File: src/rtl/game_pkg.sv
// game_pkg: shared key count, capture FSM encoding and debounce constants
package game_pkg;
    localparam int NUM_KEYS = 4;
    localparam int DEBOUNCE_CYCLES_DEFAULT = 500000;
    localparam int DEBOUNCE_CYCLES_SIM = 4;
    typedef enum logic {ARMED = 1'b0, HOLD = 1'b1} cap_state_t;
endpackage

File: src/rtl/key_debouncer.sv
// key_debouncer: synchronises one active-low raw key and debounces it into an active-high level
module key_debouncer #(
    parameter int DEBOUNCE_CYCLES = 500000
) (
    input  logic clk,
    input  logic reset,
    input  logic key_n,
    output logic level
);
    localparam int CW = DEBOUNCE_CYCLES > 1 ? $clog2(DEBOUNCE_CYCLES) : 1;
    logic [1:0] sync;
    logic deb_n;
    logic [CW-1:0] cnt;
    always_ff @(posedge clk or posedge reset) begin
        if (reset) begin
            sync  <= 2'b11;
            deb_n <= 1'b1;
            cnt   <= '0;
        end else begin
            sync <= {sync[0], key_n};
            if (sync[1] == deb_n)
                cnt <= '0;
            else if (cnt == CW'(DEBOUNCE_CYCLES - 1)) begin
                deb_n <= sync[1];
                cnt   <= '0;
            end else
                cnt <= cnt + 1'b1;
        end
    end
    assign level = ~deb_n;
endmodule

File: src/rtl/note_input_capture.sv
// note_input_capture: debounced keys to one-shot captured notes under a valid/ack handshake
module note_input_capture
    import game_pkg::*;
#(
    parameter int DEBOUNCE_CYCLES = DEBOUNCE_CYCLES_DEFAULT
) (
    input  logic                clk,
    input  logic                reset,
    input  logic [NUM_KEYS-1:0] key_n,
    input  logic                enable,
    input  logic                note_ack,
    output logic [NUM_KEYS-1:0] note_out,
    output logic                note_valid,
    output logic [NUM_KEYS-1:0] keys_level,
    output logic                overrun
);
    cap_state_t state;
    for (genvar k = 0; k < NUM_KEYS; k++) begin : g_key
        key_debouncer #(.DEBOUNCE_CYCLES(DEBOUNCE_CYCLES)) u_deb (
            .clk  (clk),
            .reset(reset),
            .key_n(key_n[k]),
            .level(keys_level[k])
        );
    end
    // A capture in the same edge as an ack overrides the clear, so no note is lost.
    always_ff @(posedge clk or posedge reset) begin
        if (reset) begin
            state      <= ARMED;
            note_out   <= '0;
            note_valid <= 1'b0;
            overrun    <= 1'b0;
        end else begin
            if (note_ack)
                note_valid <= 1'b0;
            if (state == ARMED) begin
                if (|keys_level) begin
                    state <= HOLD;
                    if (enable && (!note_valid || note_ack)) begin
                        note_out   <= keys_level;
                        note_valid <= 1'b1;
                    end else if (enable)
                        overrun <= 1'b1;
                end
            end else if (keys_level == '0)
                state <= ARMED;
        end
    end
endmodule

File: config.mk
export PLATFORM = sky130hd
export DESIGN_NAME = note_input_capture
export DESIGN_NICKNAME = d
export VERILOG_FILES = /design/src/rtl/game_pkg.sv /design/src/rtl/key_debouncer.sv /design/src/rtl/note_input_capture.sv
export SDC_FILE = /design/constraint.sdc
export NUM_CORES = 1
export LEC_CHECK = 0
export ABC_AREA = 1
export CAP_MARGIN = 40
export CORE_AREA = 4 4 99 101
export CTS_CLUSTER_DIAMETER = 60
export DETAILED_ROUTE_END_ITERATION = 10
export DIE_AREA = 0 0 103 105
export MAX_ROUTING_LAYER = met4
export PLACE_DENSITY_LB_ADDON = 0.15
export SETUP_SLACK_MARGIN = 0.1
export SLEW_MARGIN = 20
export SYNTH_ARGS = -nofsm -noshare
export SYNTH_HDL_FRONTEND = slang
export SYNTH_HIERARCHICAL = 1
export SYNTH_SLANG_ARGS = --single-unit
export TNS_END_PERCENT = 100
File: constraint.sdc
create_clock -name clk -period 2.95 [get_ports clk]
set_input_delay 0.59 -clock clk [delete_from_list [all_inputs] [get_ports clk]]
set_output_delay 0.59 -clock clk [all_outputs]
set_load 0.05 [all_outputs]
==> results of run 1 <==
worst max-delay path: stages (launching register included):
cell,delay (ns)
dfstp_2,0.56
inv_1,0.09
clkdlybuf4s50_1,0.71
area by class of cell:
type	instances	area share (%)
repair buffers	21	3.88
multi-input cells	457	43.8
clock inverters	7	1.22
inverters	86	5.53
clock buffers	9	2.12
well taps	111	2.38
flip-flops and latches	95	41.0
sequential cells by signal, indices dropped and copies added, names as in the netlist:
| name | flops |
|---|---|
| note_valid | 1 |
| g_key.u_deb/cnt | 76 |
| note_out | 4 |
| overrun | 1 |
| state | 1 |
| g_key.u_deb/sync | 8 |
| g_key.u_deb/deb_n | 4 |
placed cells by master (no fill, tap or decap), types with 3 or more instances in the layout:
cell type          n
xnor2_1            8
clkdlybuf4s50_1   17
inv_2              9
o21bai_1           5
nand3_1           33
nor2_1           131
o22ai_1            4
clkinvlp_4         3
nor2_4            20
o21ai_1            8
buf_8              3
nor3b_2            4
nand3_2           13
xor2_2             4
nor2_2            20
dfrtp_1           83
nand2_4            4
dfstp_2           12
ha_1               4
nor3_1             4
nand2_2           29
clkbuf_8           9
xor2_1            20
nand2_1          105
inv_1             77
nor3b_1            4
a21oi_2            4
nand4_1           12
a21oi_1           16
o21a_1             4
metrics by stage:
stage / hold WS (ns) / utilization, % / cell area [sq um] / worst slack, ns / power [mW]
after floorplan: 0.345 / - / 5270 / 1.61 / 1.45
after global placement: 0.346 / 61.9 / 5580 / 1.02 / 1.49
after detailed placement: 0.354 / 62.0 / 5600 / 1.02 / 1.50
after CTS: 0.351 / 64.2 / 5790 / 0.613 / 2.35
after global routing: 0.352 / 64.7 / 5830 / 0.572 / 2.43
final: 0.348 / 64.7 / 5830 / 0.644 / 2.32
layer usage:
layer  track usage (%)  share of wire [%]  up-vias
met5                 -                  0        -
met4              3.70               0.68        0
met3              4.41                2.7        6
met2              31.6                 48       44
met1              28.1                 49     1893
li1                  -                  -     2055
cells by family after synthesis:
family	count (synthesis)	share of synthesized area, %
adder cells (fa/ha/maj)	4	0.949
AO/OA/AOI/OAI	42	5.01
XOR/XNOR	32	5.89
flip-flops	95	45.4
buffers and inverters	86	6.12
AND/OR/NAND/NOR	379	36.7
power by group through the flow:
stage	clock network [mW]	registers, mW	logic, mW
3_5_place_dp	0	1.37	0.127
6_report	0.842	1.35	0.131
5_1_grt	0.932	1.35	0.147
2_1_floorplan	0	1.38	0.0707
3_3_place_gp	0	1.37	0.121
4_1_cts	0.876	1.35	0.128
path summary, 6_finish.rpt:
path	from	endpoint
worst max register to register	g_key[0].u_deb/cnt[0]	g_key[0].u_deb/cnt[18]
max in group asynchronous	reset	g_key[2].u_deb/sync[0]
worst max-delay path	g_key[1].u_deb/deb_n	keys_level[1]
worst min-delay path	g_key[3].u_deb/sync[0]	g_key[3].u_deb/sync[1]
min in group asynchronous	reset	g_key[1].u_deb/cnt[1]
worst min register to register	g_key[3].u_deb/sync[0]	g_key[3].u_deb/sync[1]
==> qor.yml, run 1 <==
htree_levels: 3
synth-seq-area-share_pct: 45.4
cellLeakagePower_nw: 2.36
synth_fp_nets: 650
min_period_ns: 2.31
drt-initial-drc-count: 231
cp.arrival_ns: 1.72
rows: 35
dieArea_sq_um: 10800
rsz0062_at_grt: "no"
synth_top_area_share_pct: 39.4
pwr-share-comb_pct: 5.6
wl_um: 9880
p_sw_uw: 555
drc: 0
die_w_um: 103
setup-violations-final: 0
ys_ff_latch: 95
worstSetupPathType: "register to primary output"
pin_count: 18
yosys-top-cells-area: "dfrtp_1 (39%), nor2_1 (9.3%), nand2_1 (7.5%), dfstp_2 (6.0%), inv_1 (5.5%)"
cts.clk_slew.worst_paths_ns: 0.10
num_antenna_cells: 0
synth.most_common_cell: "nor2_1"
hp-class: "register to register"
io_buffers: 17
p_sw_share_pct: 24.0
synth-main-ff-cell: "dfrtp_1"
grt_pass1_wl_um: 17500
viasPerCell: 5.09
syn_to_final_growth_pct: 10.6
yosysUniqueCellTypes: 27
layout.nets: 682
drt-pass1-iter-count: 5
root_buffer: "clkbuf_8"
syn_area_sq_um: 5270
routedWlPerCell_um: 12.6
yosys-top-cells-count: "nor2_1 (131), nand2_1 (105), dfrtp_1 (83), inv_1 (77), nand3_1 (33)"
dpl.hpwl_um: 7600
fin_setup_tns_ns: 0
power_density_nw_per_um2: 397
grt.overflow.total: 0
cap_violations: 0
r2r_cells: 8
worst_setup_path_end_kind: "primary output"
cts_buffers: 9
clock.fmax_mhz: 434
drv_slew: 0
syn-instance-count: 638
p_clk_share_pct: 36.3
core_sq_um: 9020
fillers: 786
run_status: "finished clean"
whs_path_depth: 0
die_y_um: 105
vdd_drop_max_v: 0.000232
clkLatencyLatePin_ns: 0.35
yosys_warnings: 6
dp.cells: 767
clockBufferDepth: 2
grt_pass1_vias: 3894
start_kind: "register"
period_share_pct: 78.2
synth_edf_count: 0
hold_viol: 0
p_int_mw: 1.76
cts_setup_buffers: 0
antenna_found_initial: 0
via_count: 3998
post_layout_nonfiller_instances: 786
synthArstFlopShare_pct: 100
multi_input_area_sq_um: 2560
holdBufCountCts: 0
seqCellArea_sq_um: 2390
track_usage_pct: 20.4
cts_resized: 0
cts_tree: "built"
grt_max_degree: 23
worstPathRequired_ns: 2.36
synth_top_cell_by_area: "dfrtp_1"
fin_skew_ns: 0.0105
start_util_pct: 58.4
ff2ff_setup_slack_ns: 1.47
power_frac_seq_pct: 58.0
cts.sinks: 95
slew_headroom_pct: 65.8
critPathMaxFanout: 4
worst-slew-pin-transition_ns: 0.511
syn-mean-instance-area_sq_um: 8.26
drive_gt1_share_pct: 20.7
ant_nets: 0
place_congestion: 0.903
Note: power is estimated with default switching activity, not from simulation.
==> run 2: changes to the inputs <==
==> constraint.sdc (replaced) <==
create_clock -name clk -period 2.2 [get_ports clk]
set_input_delay 0.44 -clock clk [delete_from_list [all_inputs] [get_ports clk]]
set_output_delay 0.44 -clock clk [all_outputs]
set_load 0.05 [all_outputs]
==> run 2 against run 1 <==
Largest power group unchanged. Sequential share of layout area is 0.19 points higher. Via count is 1.7% higher. Critical endpoint is now note_valid. Clock power is 37% higher. Highest routed layer unchanged. Count of clock-buffer cells in the layout is 2 higher.
==> qor.yml, run 2 (synthesis gave the netlist of run 1 again) <==
cellLeakagePower_nw: 2.34
r2r_cells: 8
hold_viol: 0
core_sq_um: 9020
power_frac_seq_pct: 57.7
p_sw_uw: 735
grt_pass1_wl_um: 18000
start_util_pct: 58.4
power_density_nw_per_um2: 538
rows: 35
vdd_drop_max_v: 0.000402
critPathMaxStageDelay_ns: 0.83
via_count: 4067
final_cell_mix: "nor2_1 (131), nand2_1 (105), dfrtp_1 (83)"
track_usage_pct: 21.1
cts_tree: "built"
clock.fmax_mhz: 493
cts_setup_buffers: 0
grt_pass1_vias: 3974
clockBufferDepth: 2
top_register: "g_key.u_deb/cnt"
drc: 0
run_status: "finished clean"
wl_met1_um: 4840
fin_setup_tns_ns: 0
dp.cells: 770
r2r-start: "g_key[0].u_deb/cnt[0]"
pwr-share-comb_pct: 5.4
path_depth: 1
io_buffers: 17
syn_to_final_growth_pct: 10.1
htree_levels: 3
drv_slew: 0
fin_skew_ns: 0.0142
grt.overflow.total: 0
p_int_mw: 2.39
ant_nets: 0
fillers: 779
hp-class: "register to register"
whs_path_depth: 0
cp.arrival_ns: 1.59
num_antenna_cells: 0
period_share_pct: 92.2
cap_violations: 0
rsz0062_at_grt: "no"
dr_wl_met2_um: 4950
reg.largest.list: "g_key.u_deb/cnt (76), g_key.u_deb/sync (8)"
setup_ws_ns: 0.173
slew_headroom_pct: 66.0
seqCellArea_sq_um: 2390
place_congestion: 0.897
root_buffer: "clkbuf_8"
final_common_cell: "nor2_1"
pin_count: 18
largest_reg_flops: 76
clkLatencyLatePin_ns: 0.35
viasPerCell: 5.17
cts_buffers: 9
dpl.hpwl_um: 7700
wl_um: 10200
die_y_um: 105
setup-violations-final: 0
fin_util_pct: 64.4
layout.nets: 682
die_w_um: 103
drt-pass1-iter-count: 4
crit_chain: "clkdlybuf4s50_1"
routedWlPerCell_um: 13.0
path_buf_inv: 1
antenna_found_initial: 0
p_clk_share_pct: 36.9
start_kind: "register"
post_layout_nonfiller_instances: 786
crit_start: "note_valid"
holdBufCountCts: 0
dp_slack_ns: 0.408
dr_wl_met3_um: 312
worstSetupPathType: "register to primary output"
dieArea_sq_um: 10800
worst-slew-pin-transition_ns: 0.508
min_period_ns: 2.03
worstPathRequired_ns: 1.76
grt_max_degree: 23
cts.clk_slew.worst_paths_ns: 0.09
drt-initial-drc-count: 126
critPathMaxFanout: 3
crit_slowest_cell: "clkdlybuf4s50_1"
drive_gt1_share_pct: 20.6
cp_top_family: "buffers and inverters"
worst_setup_path_end_kind: "primary output"
min-delay-start: "g_key[2].u_deb/sync[0]"
multi_input_area_sq_um: 2560
p_sw_share_pct: 23.5
top_layer_used: "met4"
cts.sinks: 95
-- run 2: cell count changes in the layout (fill, tap and decap cells not counted) --
| cell | before | now |
|---|---|---|
| inv_6 | 1 | 0 |
| buf_8 | 3 | 0 |
| clkbuf_8 | 9 | 10 |
| clkinv_2 | 2 | 1 |
| clkdlybuf4s50_1 | 17 | 13 |
| dlygate4sd2_1 | 0 | 4 |
| clkbuf_1 | 0 | 1 |
| buf_4 | 0 | 4 |
| buf_6 | 1 | 0 |
-- run 2: metrics by stage --
step                      power, mW  area [sq um]  hold WS [ns]
after floorplan                1.95          5270         0.243
after global placement         2.00          5610         0.347
after detailed placement       2.01          5610         0.350
after CTS                      3.16          5810         0.357
after global routing           3.27          5810         0.357
final                          3.12          5810         0.358
-- run 2: worst paths after layout --
check	to	slack (ns)
worst max register to register	g_key[0].u_deb/cnt[18]	0.74
min in group asynchronous	note_out[3]	0.45
max in group asynchronous	g_key[3].u_deb/sync[1]	1.37
worst min-delay path	g_key[2].u_deb/sync[1]	0.36
worst min register to register	g_key[2].u_deb/sync[1]	0.36
worst max-delay path	note_valid	0.17
-- run 2: metal layers --
metal	track usage, %	up-vias
li1	-	2044
met1	29.3	1944
met2	32.9	70
met3	2.60	9
met4	5.27	0
met5	-	-
-- run 2: layout make-up --
type	count	area share, %
Multi-Input combinational cell	457	44.1
Clock inverter	5	0.991
Timing Repair Buffer	21	3.36
Tap cell	111	2.39
Clock buffer	11	2.44
Inverter	86	5.56
Sequential cell	95	41.2
-- run 2: power groups by stage --
stage          Clock, mW  Combinational, mW  Sequential [mW]
3_3_place_gp           0              0.168             1.84
5_1_grt             1.27              0.192             1.81
6_report            1.15              0.169             1.80
2_1_floorplan          0             0.0949             1.85
3_5_place_dp           0              0.173             1.84
4_1_cts             1.18              0.174             1.80
-- run 2: timing repair --
item                       in CTS  in global routing
resized for setup               4                  0
hold endpoints to repair        0                  0
setup endpoints to repair       4                  0
==> run 3: changes to the inputs <==
--- a/config.mk
+++ b/config.mk
@@ -7,10 +7,12 @@
 export LEC_CHECK = 0
 export ABC_AREA = 1
 export CAP_MARGIN = 40
-export CORE_AREA = 4 4 99 101
+export CELL_PAD_IN_SITES_DETAIL_PLACEMENT = 1
+export CELL_PAD_IN_SITES_GLOBAL_PLACEMENT = 1
+export CORE_AREA = 4 4 111 113
 export CTS_CLUSTER_DIAMETER = 60
 export DETAILED_ROUTE_END_ITERATION = 10
-export DIE_AREA = 0 0 103 105
+export DIE_AREA = 0 0 115 117
 export MAX_ROUTING_LAYER = met4
 export PLACE_DENSITY_LB_ADDON = 0.15
 export SETUP_SLACK_MARGIN = 0.1
==> run 3 against run 2 <==
Critical path depth is the same. Worst hold slack worse by 0.0021 ns. Clock skew decreased by 0.0079 ns. Combinational power increased by 4%. Register-to-register slack worse by 0.04 ns. Cell count is 4.1% higher. Total power increased by 10%. Global-route usage hardly changed. Largest power group unchanged. Clock power is 28% higher. Sequential share of layout area fell by 0.81 points.
==> qor.yml, run 3 (synthesis gave the netlist of run 1 again) <==
worstSetupPathType: "register to primary output"
whs_path_depth: 0
cap_violations: 0
syn_to_final_growth_pct: 12.3
p_sw_uw: 783
holdBufCountCts: 0
r2r-start: "g_key[1].u_deb/cnt[0]"
htree_levels: 3
clkLatencyLatePin_ns: 0.34
grt_pass1_vias: 4496
die_w_um: 115
cts.sinks: 95
cts.clk_slew.worst_paths_ns: 0.06
final_common_cell: "nor2_1"
io_buffers: 17
dpl.hpwl_um: 9520
worst-slew-pin-transition_ns: 0.501
crit_start: "note_out[2]"
setup-violations-final: 0
cellLeakagePower_nw: 2.40
start_util_pct: 46.6
track_usage_pct: 21.1
core_sq_um: 11300
crit_chain: "clkdlybuf4s50_1"
min-delay-start: "g_key[1].u_deb/sync[0]"
antenna_found_initial: 0
power_frac_seq_pct: 52.3
grt_pass1_wl_um: 21700
p_int_mw: 2.67
grt.overflow.total: 0
critPathMaxStageDelay_ns: 0.81
path_depth: 1
power_density_nw_per_um2: 582
drc: 0
fin_setup_tns_ns: 0
cp_top_family: "buffers and inverters"
via_count: 4177
worstPathRequired_ns: 1.76
drive_gt1_share_pct: 20.1
vdd_drop_max_v: 0.000328
top_register: "g_key.u_deb/cnt"
pwr-share-comb_pct: 5.1
place_congestion: 0.826
start_kind: "register"
rows: 39
r2r_cells: 6
period_share_pct: 89.3
final_cell_mix: "nor2_1 (131), nand2_1 (105), dfrtp_1 (83)"
dieArea_sq_um: 13500
routedWlPerCell_um: 15.2
die_y_um: 117
pin_count: 18
cp.arrival_ns: 1.52
root_buffer: "clkbuf_16"
min_period_ns: 1.96
dp_slack_ns: 0.404
grt_max_degree: 23
p_sw_share_pct: 22.7
cts_tree: "built"
largest_reg_flops: 76
layout.nets: 682
worst_setup_path_end_kind: "primary output"
ant_nets: 0
run_status: "finished clean"
viasPerCell: 5.11
drv_slew: 0
fin_skew_ns: 0.00625
clockBufferDepth: 2
hold_viol: 0
num_antenna_cells: 0
rsz0062_at_grt: "no"
p_clk_share_pct: 42.6
clock.fmax_mhz: 509
slew_headroom_pct: 66.5
critPathMaxFanout: 2
wl_um: 12400
setup_ws_ns: 0.236
hp-class: "register to register"
path_buf_inv: 1
drt-initial-drc-count: 141
crit_slowest_cell: "clkdlybuf4s50_1"
cts_buffers: 9
cts_setup_buffers: 0
fin_util_pct: 52.3
reg.largest.list: "g_key.u_deb/cnt (76), g_key.u_deb/sync (8)"
drt-pass1-iter-count: 5
-- run 3: cell types whose count changed in the layout (fill, tap and decap cells not counted) --
| cell | delta |
|---|---|
| bufinv_16 | -1 |
| dlymetal6s2s_1 | +1 |
| clkinvlp_4 | -3 |
| clkbuf_8 | -8 |
| clkbuf_16 | +9 |
| clkdlybuf4s50_1 | -1 |
| clkbuf_1 | +3 |
-- run 3: worst paths after layout --
check | slack (ns) | endpoint
setup / recovery | 0.24 | note_out[2]
hold / removal | 0.36 | g_key[1].u_deb/sync[1]
setup reg to reg | 0.70 | g_key[1].u_deb/cnt[0]
hold reg to reg | 0.36 | g_key[1].u_deb/sync[1]
max in group asynchronous | 1.13 | g_key[1].u_deb/cnt[0]
min in group asynchronous | 0.51 | note_valid
-- run 3: layer usage --
metal,global-route usage [%],vias to the layer above,part of all wire [%]
li1,-,2050,-
met1,26.0,2073,46
met2,35.3,37,50
met3,2.98,17,2.2
met4,8.14,0,1.8
met5,-,-,0
-- run 3: cell type report --
type	instances	area, sq um
inverters	86	323
repair buffers	21	198
multi-input cells	457	2560
flip-flops and latches	95	2390
clock buffers	15	268
well taps	143	179
clock inverters	1	5.00
fillers	1400	5400
-- run 3: timing repair --
action | in CTS | in global routing
resized for setup | 4 | 1
gates cloned | 0 | 0
pin swaps | 0 | 0
endpoints found under the setup margin | 4 | 1
-- run 3: power groups by stage --
stage | clock [mW] | sequential, mW | combinational (mW)
4_1_cts | 1.53 | 1.81 | 0.181
2_1_floorplan | 0 | 1.85 | 0.0949
3_3_place_gp | 0 | 1.83 | 0.172
6_report | 1.47 | 1.81 | 0.176
5_1_grt | 1.60 | 1.81 | 0.201
3_5_place_dp | 0 | 1.84 | 0.180
-- run 3: stage by stage --
step | area, sq um | hold WS [ns] | std cells | power, mW
floorplan | 5270 | 0.243 | 638 | 1.95
finish | 5920 | 0.356 | 818 | 3.45
global placement | 5650 | 0.347 | 802 | 2.01
detailed placement | 5650 | 0.347 | 802 | 2.02
CTS | 5920 | 0.356 | 818 | 3.51
global route | 5920 | 0.363 | 818 | 3.61
